<file path="src/rtl/alu_wb_pkg.sv">
// Shared types and constants for the ALU writeback stage: write kinds,
// buffered entry payload, flag register layout and the byte-merge helper.
package alu_wb_pkg;

  localparam int unsigned WB_DATA_W = 16;
  localparam int unsigned WB_ADDR_W = 3;
  localparam int unsigned WB_DEPTH  = 2;
  localparam int unsigned WB_CNT_W  = 2;

  localparam logic [1:0] WB_FULL       = 2'b00;
  localparam logic [1:0] WB_HIGH       = 2'b01;
  localparam logic [1:0] WB_LOW        = 2'b10;
  localparam logic [1:0] WB_FLAGS_ONLY = 2'b11;

  typedef struct packed {
    logic [WB_DATA_W-1:0] result;
    logic                 carry;
    logic                 overflow;
    logic                 equal;
    logic [WB_ADDR_W-1:0] dest;
    logic [1:0]           kind;
    logic                 flag_en;
  } wb_entry_t;

  typedef struct packed {
    logic z;
    logic n;
    logic c;
    logic v;
    logic eq;
  } wb_flags_t;

  // Combine the new byte with the destination's current contents.
  function automatic logic [WB_DATA_W-1:0] wb_merge(
    input logic [1:0]           kind,
    input logic [WB_DATA_W-1:0] result,
    input logic [WB_DATA_W-1:0] old
  );
    logic [WB_DATA_W-1:0] data;
    data = result;
    case (kind)
      WB_HIGH: data = {result[7:0], old[7:0]};
      WB_LOW:  data = {old[15:8], result[7:0]};
      default: data = result;
    endcase
    return data;
  endfunction

endpackage

</file>
<file path="src/rtl/wb_fifo2.sv">
// Two-entry in-order FIFO of writeback entries; head is read straight
// from storage so consumers see it with no extra latency.
module wb_fifo2
  import alu_wb_pkg::*;
(
  input  logic                clk,
  input  logic                rst_n,
  input  logic                push,
  input  wb_entry_t           push_data,
  input  logic                pop,
  output wb_entry_t           head,
  output logic [WB_CNT_W-1:0] count
);

  wb_entry_t mem [WB_DEPTH];
  logic      rd_ptr;
  logic      wr_ptr;
  logic      push_ok;
  logic      pop_ok;

  assign push_ok = push && (count != WB_CNT_W'(WB_DEPTH));
  assign pop_ok  = pop && (count != '0);

  // Storage resets to zero so the head reads as an all-zero entry after reset.
  always_ff @(posedge clk or negedge rst_n) begin
    if (!rst_n) begin
      mem[0] <= '0;
      mem[1] <= '0;
      rd_ptr <= 1'b0;
      wr_ptr <= 1'b0;
      count  <= '0;
    end else begin
      if (push_ok) begin
        mem[wr_ptr] <= push_data;
        wr_ptr      <= ~wr_ptr;
      end
      if (pop_ok) begin
        rd_ptr <= ~rd_ptr;
      end
      case ({push_ok, pop_ok})
        2'b10:   count <= count + WB_CNT_W'(1);
        2'b01:   count <= count - WB_CNT_W'(1);
        default: count <= count;
      endcase
    end
  end

  assign head = mem[rd_ptr];

endmodule

</file>
<file path="src/rtl/alu_writeback.sv">
// ALU writeback stage: buffers results, commits them to the register file
// with byte merge, and keeps the flag register in commit order.
// Optional flag register enabled by defining ALU_WB_FLAGS_EN.
module alu_writeback
  import alu_wb_pkg::*;
#(
  parameter int unsigned DATA_W     = 16,
  parameter int unsigned REG_ADDR_W = 3
) (
  input  logic                  clk,
  input  logic                  rst_n,
  input  logic                  in_valid,
  output logic                  in_ready,
  input  logic [DATA_W-1:0]     in_result,
  input  logic                  in_carry,
  input  logic                  in_overflow,
  input  logic                  in_equal,
  input  logic [REG_ADDR_W-1:0] in_dest,
  input  logic [1:0]            in_kind,
  input  logic                  in_flag_en,
  output logic [REG_ADDR_W-1:0] rf_rd_addr,
  input  logic [DATA_W-1:0]     rf_rd_data,
  output logic                  wr_en,
  input  logic                  wr_ready,
  output logic [REG_ADDR_W-1:0] wr_addr,
  output logic [DATA_W-1:0]     wr_data,
  output logic                  flag_z,
  output logic                  flag_n,
  output logic                  flag_c,
  output logic                  flag_v,
  output logic                  flag_eq
);

  wb_entry_t           push_entry;
  wb_entry_t           head;
  logic [WB_CNT_W-1:0] count;
  logic                head_valid;
  logic                head_writes;
  logic                push;
  logic                pop;

  assign in_ready    = (count != WB_CNT_W'(WB_DEPTH));
  assign head_valid  = (count != '0);
  assign head_writes = (head.kind != WB_FLAGS_ONLY);
  assign push        = in_valid && in_ready;
  // FLAGS_ONLY entries never touch the write port, so they retire unconditionally.
  assign pop         = head_valid && (!head_writes || wr_ready);

  always_comb begin
    push_entry          = '0;
    push_entry.result   = in_result;
    push_entry.carry    = in_carry;
    push_entry.overflow = in_overflow;
    push_entry.equal    = in_equal;
    push_entry.dest     = in_dest;
    push_entry.kind     = in_kind;
    push_entry.flag_en  = in_flag_en;
  end

  wb_fifo2 u_fifo (
    .clk       (clk),
    .rst_n     (rst_n),
    .push      (push),
    .push_data (push_entry),
    .pop       (pop),
    .head      (head),
    .count     (count)
  );

  // Merge read happens at commit: earlier writes to the same register are done.
  assign rf_rd_addr = head.dest;
  assign wr_en      = head_valid && head_writes;
  assign wr_addr    = head.dest;
  assign wr_data    = wb_merge(head.kind, head.result, rf_rd_data);

`ifdef ALU_WB_FLAGS_EN
  wb_flags_t flags_q;

  // Z and N come from the raw ALU result, not the merged write data.
  always_ff @(posedge clk or negedge rst_n) begin
    if (!rst_n) begin
      flags_q <= '0;
    end else if (pop && head.flag_en) begin
      flags_q.z  <= (head.result == '0);
      flags_q.n  <= head.result[WB_DATA_W-1];
      flags_q.c  <= head.carry;
      flags_q.v  <= head.overflow;
      flags_q.eq <= head.equal;
    end
  end

  assign flag_z  = flags_q.z;
  assign flag_n  = flags_q.n;
  assign flag_c  = flags_q.c;
  assign flag_v  = flags_q.v;
  assign flag_eq = flags_q.eq;
`else
  logic unused_flag_fields;
  assign unused_flag_fields = ^{head.carry, head.overflow, head.equal, head.flag_en};

  assign flag_z  = 1'b0;
  assign flag_n  = 1'b0;
  assign flag_c  = 1'b0;
  assign flag_v  = 1'b0;
  assign flag_eq = 1'b0;
`endif

endmodule

</file>
<file path="config.mk">
export PLATFORM = sky130hd
export DESIGN_NAME = alu_writeback
export DESIGN_NICKNAME = d
export VERILOG_FILES = /design/src/rtl/alu_wb_pkg.sv /design/src/rtl/wb_fifo2.sv /design/src/rtl/alu_writeback.sv
export SDC_FILE = /design/constraint.sdc
export NUM_CORES = 1
export LEC_CHECK = 0
export CAP_MARGIN = 20
export CORE_MARGIN = 1
export CORE_UTILIZATION = 54
export CTS_CLUSTER_DIAMETER = 60
export CTS_CLUSTER_SIZE = 40
export DETAILED_ROUTE_END_ITERATION = 7
export GPL_ROUTABILITY_DRIVEN = 0
export PLACE_DENSITY_LB_ADDON = 0.3
export SKIP_CTS_REPAIR_TIMING = 1
export SLEW_MARGIN = 40
export SYNTH_ARGS = -nofsm -noshare
export SYNTH_HDL_FRONTEND = slang
export SYNTH_HIERARCHICAL = 1
export SYNTH_SLANG_ARGS = --single-unit
</file>
<file path="constraint.sdc">
create_clock -name clk -period 5.2 [get_ports clk]
set_input_delay 0.52 -clock clk [delete_from_list [all_inputs] [get_ports clk]]
set_output_delay 0.52 -clock clk [all_outputs]
set_load 0.02 [all_outputs]
</file>
==> Word-level counts from Yosys, hierarchy flattened <==
Index checks and enable logic that the tools add are counted.
{ "op_classes": {"addsub": 2, "order_cmp": 3, "n_eq_ne": 6, "mux": 8, "bitwise": 4, "reduce_logical": 10} }
{ "ops": {"columns": ["operator", "n"], "rows": [
  ["$mux W25", 4],
  ["$bwmux W50", 1],
  ["$pmux W16 S2", 1],
  ["$demux W25 S1", 1],
  ["$logic_and A1 B1 Y1", 6],
  ["$eq A2 B1 Y1 const B", 2],
  ["$eq A2 B2 Y1 const B", 2],
  ["$ge A2 B2 Y1 const B", 2],
  ["$ne A2 B2 Y1 const B", 2],
  ["$not A1 Y2", 2],
  ["$pmux W2 S2", 1],
  ["$reduce_bool A2 Y1", 2],
  ["$add A2 B1 Y2 const B", 1],
  ["$lt A2 B1 Y1 const B", 1],
  ["$not A1 Y1", 2],
  ["$sub A2 B1 Y2 const B", 1],
  ["$logic_not A1 Y1", 1],
  ["$logic_or A1 B1 Y1", 1]
]} }
{ "totals": {"ff_bits": 54, "out_inout_bits": 29, "word_cells": 50} }

==> Depth between registers and ports, before layout <==
Gate-level depths: netlist (run 1).
{ "logic_depth": {"word_depth": 11, "depth_mapped": 11, "mapped_depth_nobuf": 9} }

==> By module <==
The synthesis (run 1) kept the hierarchy.
{ "by_module_without_submodules": {"columns": ["module", "n_inst", "cells_each", "area_each_um2", "seq_area_each_um2"], "rows": [
  ["wb_fifo2", 1, 150, 2568.7, 1351.3],
  ["alu_writeback", 1, 59, 392.9, 0.0]
]} }

==> Worst setup path before layout (run 1) <==
No wires, ideal clock.
{ "synth_timing": {"kind": "flip-flop to output port", "startpoint": "reg u_fifo.rd_ptr", "endpoint": "out wr_data[8]", "arrival_time_ps": 2089, "required_ps": 4680, "setup_slack_ps": 2591, "stages_incl_launch_ff": 7, "n_path_buf": 3, "cell_sequence": "dfrtp_1 > buf_2 > buf_2 > mux2_2 > ha_1 > buf_2 > o21ai_0"} }
{ "synth_rtl": {"columns": ["item", "line", "source"], "rows": [
  ["start, declared", "wb_fifo2.sv:16", "logic rd_ptr;"],
  ["start signal, assigned", "wb_fifo2.sv:38", "rd_ptr <= ~rd_ptr;"],
  ["end, declared", "alu_writeback.sv:26", "output logic [DATA_W-1:0] wr_data,"]
]} }

==> results of run 1 <==
==> layer usage <==
layer,vias up,wire (um),track usage (%)
met3,6,277,5.345
met2,51,2303,33.12
met1,784,2325,26.76
li1,760,-,-
met4,0,42,6.754
met5,-,0,0
==> worst reg2reg max path: stages, from the launching register on <==
cell,delay (ps)
dfrtp_1,660
mux2_2,430
ha_1,240
nor2_1,110
nor2_1,40
o21a_1,120
ha_1,330
nor2_1,140
xor2_1,160
==> how the worst max path moves through the flow <==
stage	from	endpoint	slack (ps)	cells after the start
final	u_fifo/rd_ptr	wr_data[5]	1390	5
after global routing	u_fifo/rd_ptr	wr_data[5]	1250	5
after CTS	u_fifo/rd_ptr	wr_data[7]	1380	5
after detailed placement	u_fifo/rd_ptr	wr_data[7]	1710	5
after global placement	u_fifo/rd_ptr	wr_data[7]	1730	5
after floorplan	u_fifo/rd_ptr	wr_data[8]	2600	6
==> metrics by stage <==
step,cells,setup slack (ps)
after floorplan,193,2605
after global placement,289,1727
after detailed placement,289,1711
after CTS,297,1381
after global routing,297,1250
final,297,1392
==> cells in the final DEF, fill, tap and decap left out, drive strengths merged <==
| cell type | instances |
|---|---|
| clkdlybuf4s50 | 63 |
| mux2 | 63 |
| dfrtp | 46 |
| nand2 | 9 |
| a22oi | 8 |
| o21ai | 8 |
| a22o | 8 |
| clkbuf | 8 |
| nor2 | 5 |
| conb | 5 |
| ha | 4 |
| buf | 3 |
| xnor2 | 3 |
| inv | 2 |
| xor2 | 2 |
| nand2b | 2 |
| nor2b | 1 |
| or2 | 1 |
| and2 | 1 |
| o21a | 1 |
| and3 | 1 |
| and3b | 1 |
==> state kept, by name, summed over array words and instances (netlist names) <==
signal	cells
u_fifo/mem	42
u_fifo/wr_ptr	1
u_fifo/rd_ptr	1
u_fifo/count	2
==> final cells by class <==
type | instances | area (sq um)
Tap cell | 52 | 65.06
Clock buffer | 8 | 110.1
Timing Repair Buffer | 66 | 653.1
Sequential cell | 46 | 1151
Multi-Input combinational cell | 123 | 1242
Fill cell | 350 | 1275
Inverter | 2 | 7.507
==> metrics.md, run 1 <==
| Metric | Value |
|---|---|
| Via count | 1,601 |
| Die span in x | 71.49 um |
| MaxCap Viol Count | 0 |
| Grt ovf | 0 |
| GRT Overall Usage | 20.37% |
| Post-route ant nets | 0 |
| Worst Max-Slew Pin Slew | about 640 ps |
| CTS Buf Count | 5 |
| Fin nets | roughly 290 |
| Post-detail-place hpwl | about 3.5 mm |
| Synthesized area | between 2000 and 3000 sq um |
| Worst reg2reg path depth | 8 |
| Reg clk slew, reported paths | around 80 ps |
| Status | complete, no violations |
| Syn-to-layout area delta | 23.85% |
| Drt first pass iters | 4 |
| Initial antenna violation count | 0 |
| Setup crit start kind | flip-flop |
| Vias in the first global route | roughly 1,600 |
| Initial Util | ~58% |
| CTS root buffer | clkbuf_8 |
| Clock sink count | 46 |
| CP Class | reg2out |
| Synthesized area per cell | 13.80 sq um |
| Tightest hold margin | between 200 and 250 ps |
| Die area | roughly 5100 sq um |
| Hold Vio Cnt, Final | 0 |
| FF-to-FF End | u_fifo/count[1] |
| Cell with the largest stage delay on the worst path | dfrtp_1 |
| Core Region | about 4500 sq um |
| Port Buffers | 64 |
| CP max FO | 18 |
| Dpl cell area | a little over 3000 sq um |
| Mapped Cells | 189 |
| Share of post-route cells with drive strength above 1 | between 30% and 40% |
| Slew Viols, Final | 0 |
| DRC Markers | 0 |
| Ant. Diodes | 0 |
| First-pass GRT wire length | around 7.9 mm |
| Fin util | between 70 and 80% |
| CTS max path bufs | 2 |
| Minimum clock period | ~3800 ps |
| Warnings, synthesis | 6 |
| Setup crit end kind | primary output |
| Cell Rows | 24 |
| Worst R2R Start | u_fifo/rd_ptr |
| Post-route setup TNS | 0 ps |
| Worst clock skew | approximately 1.4 ps |
| Initial DRC count | 53 |
| Routed wire length | just under 5 mm |
| WP data arrival | 3290 ps |
| Largest net degree at the start of global routing | 47 |
| Max H-tree Level | 2 |
| Critical path, cell by cell | mux2_2 > ha_1 > nor2b_1 > a22o_1 > clkdlybuf4s50_1 |
| Die height | a little over 70 um |
| Critical path buffer and inverter count | 1 |
| Slowest stage delay, CP | approximately 660 ps |
| Req. time, crit path | 4680 ps |
| R2R Setup Slk | 2900 ps |
| CTS tree | built |
| Latest clock arrival within the worst-skew pair | roughly 290 ps |
| Max Clk Rate | 262.6 MHz |
| Delay-heaviest family, CP | flip-flops |
| Setup-failing EPs final | 0 |
| DR WL/cell | between 15 and 20 um |
| Tcrit/Tclk final | between 70 and 80% |
| Number of vias per cell | between 5 and 6 |
| Slew HR | between 50% and 60% |
| RSZ-0062 raised after global routing | false |
| Fin area | 3229 sq um |
| Hold crit path type | in2async |
| # IOs | 74 |
Power of run 1 is not shown: default switching activity piles up to over one toggle a cycle in this logic, so the estimate is an artifact.
==> run 2: changes to the inputs <==
CORE_UTILIZATION = 45   (was 54)
clock period = 3.45 ns   (was 5.2 ns; I/O delays follow)
==> run 2 against run 1 <==
  * First-iteration DRC count is 79% higher
  * Final area rose by 1.6%
  * Clock-buffer cell count down 2
  * Core utilization is 12 points lower
  * Highest routed layer unchanged
  * Via count up 2.2%
  * Flip-flop and latch count is the same
  * Wire length is 1.3% higher
  * Cell count rose by 7.4%
==> metrics.md, run 2 (synthesis gave the netlist of run 1 again) <==
| Metric | Value |
|---|---|
| Setup crit start kind | flip-flop |
| CTS max path bufs | 2 (unchanged) |
| Post-route ant nets | 0 (unchanged) |
| CTS tree | built |
| DRC Markers | 0 (unchanged) |
| Met2 Use GR | 29.30% (-3.8 points) |
| Fin nets | 296 (+1.0%) |
| Slew Viols, Final | 0 (unchanged) |
| CP Class | reg2out |
| Max Clk Rate | 309.4 MHz |
| Setup crit end kind | primary output |
| Hold crit path type | in2async |
| # IOs | 74 (unchanged) |
| Core Region | 5540 sq um (+23%) |
| Largest net degree at the start of global routing | 47 (unchanged) |
| DR WL/cell | 15.71 um (-5.7%) |
| CTS root buffer | clkbuf_8 |
| Regs by FF count | u_fifo/mem: 42 flops, u_fifo/count: 2 flops |
| Clock sink count | 46 (unchanged) |
| CP max FO | 17 (-1) |
| Slew HR | 61.41% (+4.1 points) |
| Most used routing layer | met2 |
| Reg with most FFs | u_fifo/mem |
| Ant. Diodes | 0 (unchanged) |
| Final cell count without fillers | 319 (+7.4%) |
| CTS Buf Count | 5 (unchanged) |
| Commonest non-fill, non-tap cell in the layout | clkdlybuf4s50_1 |
| Die span in x | 78.12 um (+9.3%) |
| Initial Util | 47.06% (-11 points) |
| Initial DRC count | 95 (+79%) |
| Post-detail-place hpwl | 3.608 mm (+4.4%) |
| Syn-to-layout area delta | 25.86% |
| Grt ovf | 0 (unchanged) |
| Req. time, crit path | 3110 ps (-1570 ps) |
| Share of post-route cells with drive strength above 1 | 31.98% (+0.96 points) |
| RSZ-0062 raised after global routing | false |
| Port Buffers | 64 (unchanged) |
| Number of vias per cell | 5.132 (-4.8%) |
| Via count | 1,637 (+2.2%) |
| Most frequent cells in the layout | clkdlybuf4s50_1, dfrtp_1, mux2_4, mux2_2, nand2_1 |
| GRT Overall Usage | 17.61% (-2.8 points) |
| Max reg flops | 42 (unchanged) |
| Latest clock arrival within the worst-skew pair | 290 ps (about the same) |
| Drt first pass iters | 4 (unchanged) |
| MaxCap Viol Count | 0 (unchanged) |
| Die area | 6103 sq um (+19%) |
| Filler Cell Count | 474 (+35%) |
| Hold Vio Cnt, Final | 0 (unchanged) |
| Status | complete, no violations |
| Max H-tree Level | 2 (unchanged) |
| First-pass GRT wire length | 8.190 mm (+4.2%) |
| Die height | 78.12 um (+9.3%) |
| Minimum clock period | 3232 ps |
| M1 GR Usage | 22.11% (-4.6 points) |
| Setup-failing EPs final | 0 (unchanged) |
| Tcrit/Tclk final | a little over nine tenths |
| Worst Max-Slew Pin Slew | 578.9 ps (-60.69 ps) |
| Vias in the first global route | 1,685 (+3.6%) |
| Worst reg2reg path depth | 8 (unchanged) |
| Placed Cells | 312 (+8.0%) |
| Routed wire length | 5.013 mm (+1.3%) |
| WP data arrival | 2890 ps (-400 ps) |
| Cell Rows | 27 (+13%) |
| Worst clock skew | 7.734 ps (+6.337 ps) |
| Reg clk slew, reported paths | 80 ps (about the same) |
| Met3 usage | 4.884% (-0.46 points) |
| Initial antenna violation count | 0 (unchanged) |
-- run 2: cell count changes in the layout (fill, tap and decap cells not counted), sizes merged --
| cell | change |
|---|---|
| bufinv | +1 |
| buf | +3 |
| clkbuf | -2 |
-- run 2: through the flow --
stage	setup WS (ps)	TNS, ps	instance area (sq um)	utilization, %	hold slack (ps)
after global placement	350.7	0	3164	57.11	486.0
final	217.6	0	3282	59.24	39.52
after CTS	-4.441	-4.441	3279	59.19	64.19
after global routing	57.22	0	3282	59.24	69.49
after detailed placement	325.9	0	3167	57.16	388.4
after floorplan	1030	0	2623	-	49.41
-- run 2: worst max-delay path, stage by stage, from the launching register on --
cell and delay [ps]:
dfrtp_1 520, mux2_2 410, ha_1 310, buf_4 200, or2_1 340, a22o_1 200, clkdlybuf4s50_1 600
-- run 2: layout make-up --
cell class / count / area, sq um / area share [%]
clock buffers: 6 / 82.58 / 2.516
clock inverters: 1 / 30.03 / 0.9150
inverters: 2 / 7.507 / 0.2287
multi-input cells: 123 / 1245 / 37.93
flip-flops and latches: 46 / 1151 / 35.07
well taps: 72 / 90.09 / 2.745
repair buffers: 69 / 675.6 / 20.59
-- run 2: path summary, 6_finish.rpt --
| path | slack [ps] | end | from |
|---|---|---|---|
| max in group asynchronous | 3010 | u_fifo/mem[47] | rst_n |
| worst max register to register | 1320 | u_fifo/count[1] | u_fifo/rd_ptr |
| min in group clk | 490 | u_fifo/wr_ptr | u_fifo/wr_ptr |
| worst max-delay path | 220 | wr_data[6] | u_fifo/rd_ptr |
| worst min-delay path | 40 | u_fifo/mem[13] | rst_n |
| worst min register to register | 490 | u_fifo/wr_ptr | u_fifo/wr_ptr |
-- run 2: per-layer routing --
layer	up-vias	wire [um]
met5	-	0
met3	5	364
met1	802	2288
met4	0	47
met2	60	2313
li1	770	-
Power of run 2 is left out for the same reason.
